File: config.mk
export PLATFORM = sky130hd
export DESIGN_NAME = fir_ctrl
export DESIGN_NICKNAME = d
export VERILOG_FILES = /design/src/rtl/fir_ctrl.sv
export SDC_FILE = /design/constraint.sdc
export NUM_CORES = 1
export LEC_CHECK = 0
export CORE_MARGIN = 2
export CORE_UTILIZATION = 45
export DETAILED_ROUTE_END_ITERATION = 8
export GPL_TIMING_DRIVEN = 0
export HOLD_SLACK_MARGIN = 0.08
export PLACE_DENSITY_LB_ADDON = 0.15
export SLEW_MARGIN = 20
export SYNTH_ARGS = -nofsm -noshare
export SYNTH_HDL_FRONTEND = slang
export SYNTH_SLANG_ARGS = --single-unit
File: constraint.sdc
create_clock -name clk -period 4 [get_ports clk]
set_clock_uncertainty 0.1 [all_clocks]
set_input_delay 0.8 -clock clk [delete_from_list [all_inputs] [get_ports clk]]
set_output_delay 0.8 -clock clk [all_outputs]
set_load 0.05 [all_outputs]
File: src/rtl/fir_ctrl.sv
// fir_ctrl: sequencing controller in front of the FIR accelerator `top`.
//
// Holds a host-written shadow coefficient bank and reloads it into `top` in one
// atomic burst (LOAD). Gates the sample stream while loading and qualifies
// accelerator results so that warm-up outputs are never reported.
//
// Ports:
//   clk, rstN                       clock, asynchronous active-low reset
//   hostWrEn/hostAddr/hostData      shadow bank write (ignored while hostBusy)
//   hostCommit                      request a reload of the shadow bank into `top`
//   hostBusy                        high while loading
//   sampleValid/sampleIn/sampleReady  sensor sample handshake
//   clrC, coeffWriteEn, coeffAddress, coeffIn, accelerateEn, rawSensorVal  to `top`
//   macResult, resultIsValid        from `top`
//   outData, outValid               qualified filter result and its strobe
//
// Build option: define FIR_CTRL_WARMUP_EN to include the warm-up counter and tag
// pipe that suppress the first NUM_REGS results after reset or a reload.
// Without it, every result arriving outside LOAD is reported.

module fir_ctrl #(
  parameter int unsigned DATA_WIDTH = 16,
  parameter int unsigned NUM_REGS   = 8,
  parameter int unsigned FIR_LAT    = 1
) (
  input  logic                        clk,
  input  logic                        rstN,
  input  logic                        hostWrEn,
  input  logic [$clog2(NUM_REGS)-1:0] hostAddr,
  input  logic [DATA_WIDTH-1:0]       hostData,
  input  logic                        hostCommit,
  output logic                        hostBusy,
  input  logic                        sampleValid,
  input  logic [DATA_WIDTH-1:0]       sampleIn,
  output logic                        sampleReady,
  output logic                        clrC,
  output logic                        coeffWriteEn,
  output logic [$clog2(NUM_REGS)-1:0] coeffAddress,
  output logic [DATA_WIDTH-1:0]       coeffIn,
  output logic                        accelerateEn,
  output logic [DATA_WIDTH-1:0]       rawSensorVal,
  input  logic [DATA_WIDTH-1:0]       macResult,
  input  logic                        resultIsValid,
  output logic [DATA_WIDTH-1:0]       outData,
  output logic                        outValid
);

  localparam int unsigned AW = $clog2(NUM_REGS);

  if (FIR_LAT < 1) begin : g_bad_lat
    $error("fir_ctrl: FIR_LAT must be at least 1");
  end

  typedef enum logic {StRun, StLoad} state_e;

  state_e                state_q;
  logic [DATA_WIDTH-1:0] shadow_q [NUM_REGS];
  logic                  pend_q;
  logic                  clr_q;
  logic [AW-1:0]         addr_q;
  logic [DATA_WIDTH-1:0] coeff_q;
  logic [DATA_WIDTH-1:0] out_data_q;
  logic                  out_valid_q;

  logic                  busy;
  logic                  wr_ok;
  logic                  accept;
  logic                  last_addr;
  logic [AW-1:0]         addr_nxt;
  logic [DATA_WIDTH-1:0] first_coeff;
  logic                  suppress;
  logic                  report;

  assign busy      = (state_q == StLoad);
  assign wr_ok     = hostWrEn && !busy;
  assign accept    = sampleValid && !busy;
  assign last_addr = (addr_q == AW'(NUM_REGS - 1));
  assign addr_nxt  = addr_q + 1'b1;

  // A write landing in the same cycle as a commit must reach the reload, so
  // bypass it for slot 0; later slots are read after the write has landed.
  assign first_coeff = (wr_ok && hostAddr == '0) ? hostData : shadow_q[0];

  // Shadow bank
  always_ff @(posedge clk or negedge rstN) begin
    if (!rstN) begin
      for (int i = 0; i < NUM_REGS; i++) begin
        shadow_q[i] <= '0;
      end
    end else if (wr_ok) begin
      shadow_q[hostAddr] <= hostData;
    end
  end

  // Load sequencer
  always_ff @(posedge clk or negedge rstN) begin
    if (!rstN) begin
      state_q <= StRun;
      pend_q  <= 1'b0;
      clr_q   <= 1'b0;
      addr_q  <= '0;
      coeff_q <= '0;
    end else begin
      unique case (state_q)
        StRun: begin
          if (hostCommit) begin
            state_q <= StLoad;
            clr_q   <= 1'b1;
            addr_q  <= '0;
            coeff_q <= first_coeff;
          end
        end
        StLoad: begin
          clr_q <= 1'b0;
          if (hostCommit) begin
            pend_q <= 1'b1;
          end
          if (last_addr) begin
            if (pend_q || hostCommit) begin
              // Back-to-back reload; any number of commits collapse into this one.
              pend_q  <= 1'b0;
              clr_q   <= 1'b1;
              addr_q  <= '0;
              coeff_q <= shadow_q[0];
            end else begin
              state_q <= StRun;
              addr_q  <= '0;
              coeff_q <= '0;
            end
          end else begin
            addr_q  <= addr_nxt;
            coeff_q <= shadow_q[addr_nxt];
          end
        end
        default: state_q <= StRun;
      endcase
    end
  end

`ifdef FIR_CTRL_WARMUP_EN
  localparam int unsigned WW = $clog2(NUM_REGS + 1);

  logic [WW-1:0]      warm_q;
  logic [FIR_LAT-1:0] tag_q;
  logic               tag_in;

  // Idle slots push a 1 so that nothing unaccounted for is ever reported.
  assign tag_in   = accept ? (warm_q != '0) : 1'b1;
  assign suppress = tag_q[FIR_LAT-1];

  always_ff @(posedge clk or negedge rstN) begin
    if (!rstN) begin
      warm_q <= WW'(NUM_REGS);
      tag_q  <= '0;
    end else if (busy) begin
      // Held at full count throughout LOAD, so it is NUM_REGS on exit.
      warm_q <= WW'(NUM_REGS);
      tag_q  <= '0;
    end else begin
      if (accept && warm_q != '0) begin
        warm_q <= warm_q - 1'b1;
      end
      tag_q <= (tag_q << 1) | FIR_LAT'(tag_in);
    end
  end
`else
  assign suppress = 1'b0;
`endif

  assign report = resultIsValid && !busy && !suppress;

  // Result qualification
  always_ff @(posedge clk or negedge rstN) begin
    if (!rstN) begin
      out_valid_q <= 1'b0;
      out_data_q  <= '0;
    end else begin
      out_valid_q <= report;
      if (report) begin
        out_data_q <= macResult;
      end
    end
  end

  assign hostBusy     = busy;
  assign sampleReady  = !busy;
  assign accelerateEn = accept;
  assign rawSensorVal = sampleIn;
  assign clrC         = clr_q;
  assign coeffWriteEn = busy;
  assign coeffAddress = addr_q;
  assign coeffIn      = coeff_q;
  assign outData      = out_data_q;
  assign outValid     = out_valid_q;

endmodule

== Word level (Yosys, flattened, before mapping) ==
Index checks and enable logic that the tools add are counted.

* Flip-flop bits (word level): 167
* Input port bits: 57
* Output and inout port bits: 57
* Word-level logic and storage cells: 56

* Add/sub/neg operators: 1
* Magnitude comparators: 3
* Equality and inequality tests: 2
* Mux-type cells: 24
* Bitwise operators: 3
* Reduce and logical (&&, ||, !) cells: 8

{| class="wikitable"
|+ Operator list
! cell !! count
|-
| 128-bit bitwise mux || 1
|-
| 16-bit 2-to-1 mux || 7
|-
| 16-bit binary-select mux with 3-bit select || 1
|-
| 16-bit demux with 3-bit select || 1
|-
| 16-bit one-hot mux with 2 select lines || 1
|-
| 4-bit greater-or-equal comparator (second input constant) || 2
|-
| 1-bit 2-to-1 mux || 8
|-
| 3-bit inverter with 4-bit output || 2
|-
| 3-bit 2-to-1 mux || 2
|-
| 3-bit one-hot mux with 2 select lines || 1
|-
| 1-bit logical AND || 5
|-
| 4-bit by 1-bit less-than comparator with 1-bit output (second input constant) || 1
|-
| 1-bit one-hot mux with 2 select lines || 2
|-
| 3-bit by 1-bit adder with 3-bit output (second input constant) || 1
|-
| 3-bit equality test (second input constant) || 1
|-
| 3-bit logical NOT || 1
|-
| 2-bit inequality test (second input constant) || 1
|-
| 1-bit logical NOT || 1
|-
| 1-bit logical OR || 1
|-
| 1-bit inverter || 1
|}

== Longest topological paths before layout ==
Gate-level depths: netlist of the first run.

* Depth after elaboration: 7
* Depth in mapped cells: 9
* Depth with buffers taken out: 6

== Least setup slack after synthesis of the first run ==
No wires, ideal clock.

* Path type: register to output
* Start: register state_q, in the netlist coeffWriteEn
* End: output port accelerateEn
* Arrival time: 1.720 ns
* Required time: 3.100 ns
* Path slack: 1.380 ns
* Stages on the path, launching flop included: 4
* Path buffers: 2
* Cells stage by stage: dfrtp_1 > buf_6 > clkbuf_1 > nor2b_1

* Word-level cells in the longest chain between the ends: 2

{| class="wikitable"
|+ Ends and longest elaborated chain
! what !! line !! source
|-
| from (decl) || 56 || <nowiki>state_e state_q;</nowiki>
|-
| from (signal assigned) || 98 || <nowiki>state_q <= StRun;</nowiki>
|-
| from (signal assigned) || 107 || <nowiki>state_q <= StLoad;</nowiki>
|-
| from (signal assigned) || 126 || <nowiki>state_q <= StRun;</nowiki>
|-
| 1-bit logical NOT || 76 || <nowiki>assign accept = sampleValid && !busy;</nowiki>
|-
| 1-bit logical AND || 76 ||
|-
| to (decl) || 40 || <nowiki>output logic accelerateEn,</nowiki>
|}

No other way between the ends.

== Worst setup path after layout of the first run ==
Ends and elaborated chain as after synthesis.

==> results of run 1 <==
registers in the layout, summed over array words and instances (netlist names):
signal,flops
clrC,1
coeffAddress,3
coeffIn,16
coeffWriteEn,1
outData,16
outValid,1
pend_q,1
shadow_q,128
worst max-delay path by stage:
| stage | slack, ns | start | end | cells after the start |
|---|---|---|---|---|
| global route | 0.72 | coeffWriteEn | accelerateEn | 4 |
| detailed placement | 0.90 | sampleValid | accelerateEn | 3 |
| floorplan | 1.38 | coeffWriteEn | accelerateEn | 3 |
| global placement | -4.48 | rstN | shadow_q[107] | 1 |
| CTS | 0.79 | coeffWriteEn | accelerateEn | 4 |
| finish | 0.82 | coeffWriteEn | accelerateEn | 4 |
power by group through the flow:
| stage | registers (µW) | logic (µW) | clock network, µW |
|---|---|---|---|
| floorplan | 2890 | 1850 | 0 |
| global route | 2370 | 3660 | 1750 |
| finish | 2330 | 3450 | 1640 |
| global placement | 2330 | 3380 | 0 |
| detailed placement | 2350 | 3440 | 0 |
| CTS | 2330 | 3470 | 1670 |
logic make-up after synthesis:
group / Yosys count / share of synthesized area
mux: 192 / 0.2993
fa+ha+maj: 3 / 0.004802
compound gates: 72 / 0.08114
buf+inv: 59 / 0.04737
flops: 167 / 0.5346
simple gates: 40 / 0.03281
metrics by stage:
step / instance area (µm²) / utilization / TNS [ns]
detailed placement: 9110 / 0.5322 / 0
floorplan: 7818 / - / 0
CTS: 9706 / 0.5670 / 0
global route: 9706 / 0.5670 / 0
finish: 9706 / 0.5670 / 0
global placement: 9050 / 0.5287 / -746.32
final cells by class:
class / count / area [µm²]
sequential: 167 / 4179
buffer: 58 / 366.6
clock inverter: 13 / 146.4
fill: 1373 / 7411
multi-input combinational: 307 / 3268
clock buffer: 18 / 439.2
timing repair buffer: 98 / 1021
tap: 225 / 281.5
inverter: 1 / 3.754
worst max-delay path, stage by stage (launching register included):
cell and delay [ns]:
dfrtp_1 0.40, buf_6 0.20, clkbuf_1 0.44, nor2b_1 0.10, clkdlybuf4s50_1 0.72
per-layer routing:
layer | share of wire | GRT usage | vias up | wire length, µm
met1 | 0.44 | 0.2954 | 2592 | 8354
met3 | 0.059 | 0.05612 | 24 | 1124
li1 | - | - | 2234 | -
met5 | 0 | 0 | - | 0
met4 | 0.013 | 0.06944 | 0 | 248
met2 | 0.49 | 0.3468 | 178 | 9191
synth_stat cells (all sizes together):
| cell | number |
|---|---|
| inv | 1 |
| a221o | 16 |
| a21oi | 3 |
| nand3b | 2 |
| ha | 3 |
| nor2b | 3 |
| and3 | 1 |
| buf | 43 |
| o211ai | 32 |
| dfrtp | 167 |
| a21o | 1 |
| mux2 | 144 |
| nor3b | 3 |
| nand3 | 1 |
| nor3 | 1 |
| clkbuf | 15 |
| o31ai | 1 |
| mux4 | 16 |
| nor2 | 19 |
| o221a | 16 |
| nand2 | 6 |
| mux2i | 32 |
| and2 | 1 |
| nand2b | 1 |
| a22o | 1 |
| o21ai | 2 |
| nand4 | 1 |
| or2 | 1 |
==> metrics list, run 1 <==
- The run finished with clean final reports.
* Register bit count reported by yosys: 167
- Top-level I/O count: 114
- Measured in cells, the most critical reg-to-reg path has a length of 8.
* WHS: 0.3901 ns
- Once detail routing completed, the nets flagged for antenna violations numbered 0.
- Post-synth top area share: 0.5346
- Post-CTS setup buffer count: 0
- Reg-to-reg startpoint: coeffAddress[0]
- Max Cap Violations: 0
- Ranked by total cell area, the synthesized netlist is headed by dfrtp_1 (53%), mux2_2 (19%), mux4_2 (4.6%).
* Number of library cell types mapped by synthesis: 38
- Timing would allow up to 0.3146 GHz.
- Overflow left after global routing: 0
- Clock latency of the later-clocked register in the worst-skew pair: 0.44 ns
- Final cell count without fillers: 887
- Power spent charging and discharging nets: 2843 µW
- Aggregate routed wire length: 18.92 mm
* Sw Share: 0.3832
- In this run the static leakage power is 0.004483 µW.
- ANT cells: 0
- Setup repair after global routing left no endpoint under its margin.
* WS Path Type: reg2out
* Top library cells by usage in the layout, fill and taps aside: dfrtp_1 (167), mux2_2 (129), clkdlybuf4s50_1 (94)
- From left edge to right edge, the die measures 135.8 µm.
- Setup violations remaining at the end of the flow were counted as 0.
- Hold Path Sink: shadow_q[30]
- The die covers 18440 µm².
* Number of instances in the synthesized netlist: 533
- Clock tree buffer depth: 2
- Number of resized instances in the post-cts repair step: 0
* Proportion of power drawn by the clock network: 0.221
- Dividing the final minimum period by the clock period gives 0.7946.
* Gp weighted congestion: 0.8376
* Total number of vias: 5028
- Of the total power, registers draw 0.314.
- The final-report max-slew violation count was 0.
- Register-to-register setup slack: 1.48 ns
- Core Box Area: 17120 µm²
* Number of buffers inserted by port buffering: 95
- Of the synthesized area, sequential elements account for 0.5346.
- Nets: 710
- The share of total power dissipated in combinational logic is 0.465.
- Area growth from synthesis to layout: 24.15%
* Total clock buffers created by CTS: 17
- In the final layout, the share of cells above drive strength 1 is 0.3731.
- Sum of internal, switching and leakage power: 7419 µW
* Data required time of the worst path: 3.10 ns
- Post-Syn Nets: 593
- DR iter-0 viols: 297
- Entering global routing, the biggest net connects 98 pins.
- Via-to-Cell Ratio: 5.669
* Remaining DRCs: 0
- At the worst endpoint, the arrival time is 2.28 ns.
- Initial Util: 0.4567
* Initial antenna violation count: 0
- After detailed routing, the average wire length per cell comes to 21.33 µm.
- Pre-CTS setup slack: 0.8967 ns
* Mean Syn Cell Area: 14.67 µm²
- The worst hold path belongs to the class reg2reg.
* Clock tree from TritonCTS: done
* Number of rows created at floorplan: 48
- After clock tree synthesis, the flow added hold-fix buffers numbering 1.
- In this run the worst path has a maximum fanout of 10.
- Synth area leader: dfrtp_1
* Actual slew at the worst max-slew pin: 0.6564 ns
* Number of iterations in the first detailed-routing pass: 4
* Source of the worst hold timing path: shadow_q[30]
* CP startpoint kind: register
* Commonest non-fill, non-tap cell in the layout: dfrtp_1
- Summing every instance area after synthesis gives 7817 µm².
- Placed wire-length estimate: 12.87 mm
* Global Route Usage Sum: 0.2184
* Vert. Die Dim: 135.8 µm
* Kind of end point of the critical path: output pin
- After layout, the worst setup slack is 0.8215 ns.
- The root buffer cell chosen for the clock tree is clkbuf_16.
- After detailed placement, the design holds a cell count of 855.
- Htree depth: 4
- Cell Int Power: 4576 µW
* Rel. slew slack: 0.5624
- The number of endpoints with negative hold slack in the final report is 0.
- Global-route wire length before repair: 29.84 mm
- Worst vdd ir: 0.4769 mV
- Clock tree synthesis found a total of 167 sinks.
- Post-CTS clock slew at the launch and capture registers of the worst setup and hold paths: 0.07 ns
- Power spread over the standard cell area amounts to 764.4 nW/µm².
* Worst hold stages: 1
- The number of global-route vias before repair is 5236.
- The endpoint identified for the worst register-to-register timing path is coeffIn[9].
* Number of warning messages in the yosys log: 0
- The routed design could run at a clock period as short as 3.179 ns.
Note: power is estimated with default switching activity, not from simulation.
==> run 2: changes to the inputs <==
==> constraint.sdc (replaced) <==
create_clock -name clk -period 3.3 [get_ports clk]
set_clock_uncertainty 0.1 [all_clocks]
set_input_delay 0.66 -clock clk [delete_from_list [all_inputs] [get_ports clk]]
set_output_delay 0.66 -clock clk [all_outputs]
set_load 0.05 [all_outputs]
==> results of run 2 <==
The final DEF is identical to that of run 1. Status: finished, final reports clean.
Among the figures that moved: setup slack after placement 0.8967 ns -> 0.4767 ns; setup slack after layout 0.8215 ns -> 0.2615 ns; register-to-register setup slack 1.48 ns -> 0.78 ns; total power 7419 µW -> 8993 µW; worst IR drop on VDD 0.4769 mV -> 0.5781 mV
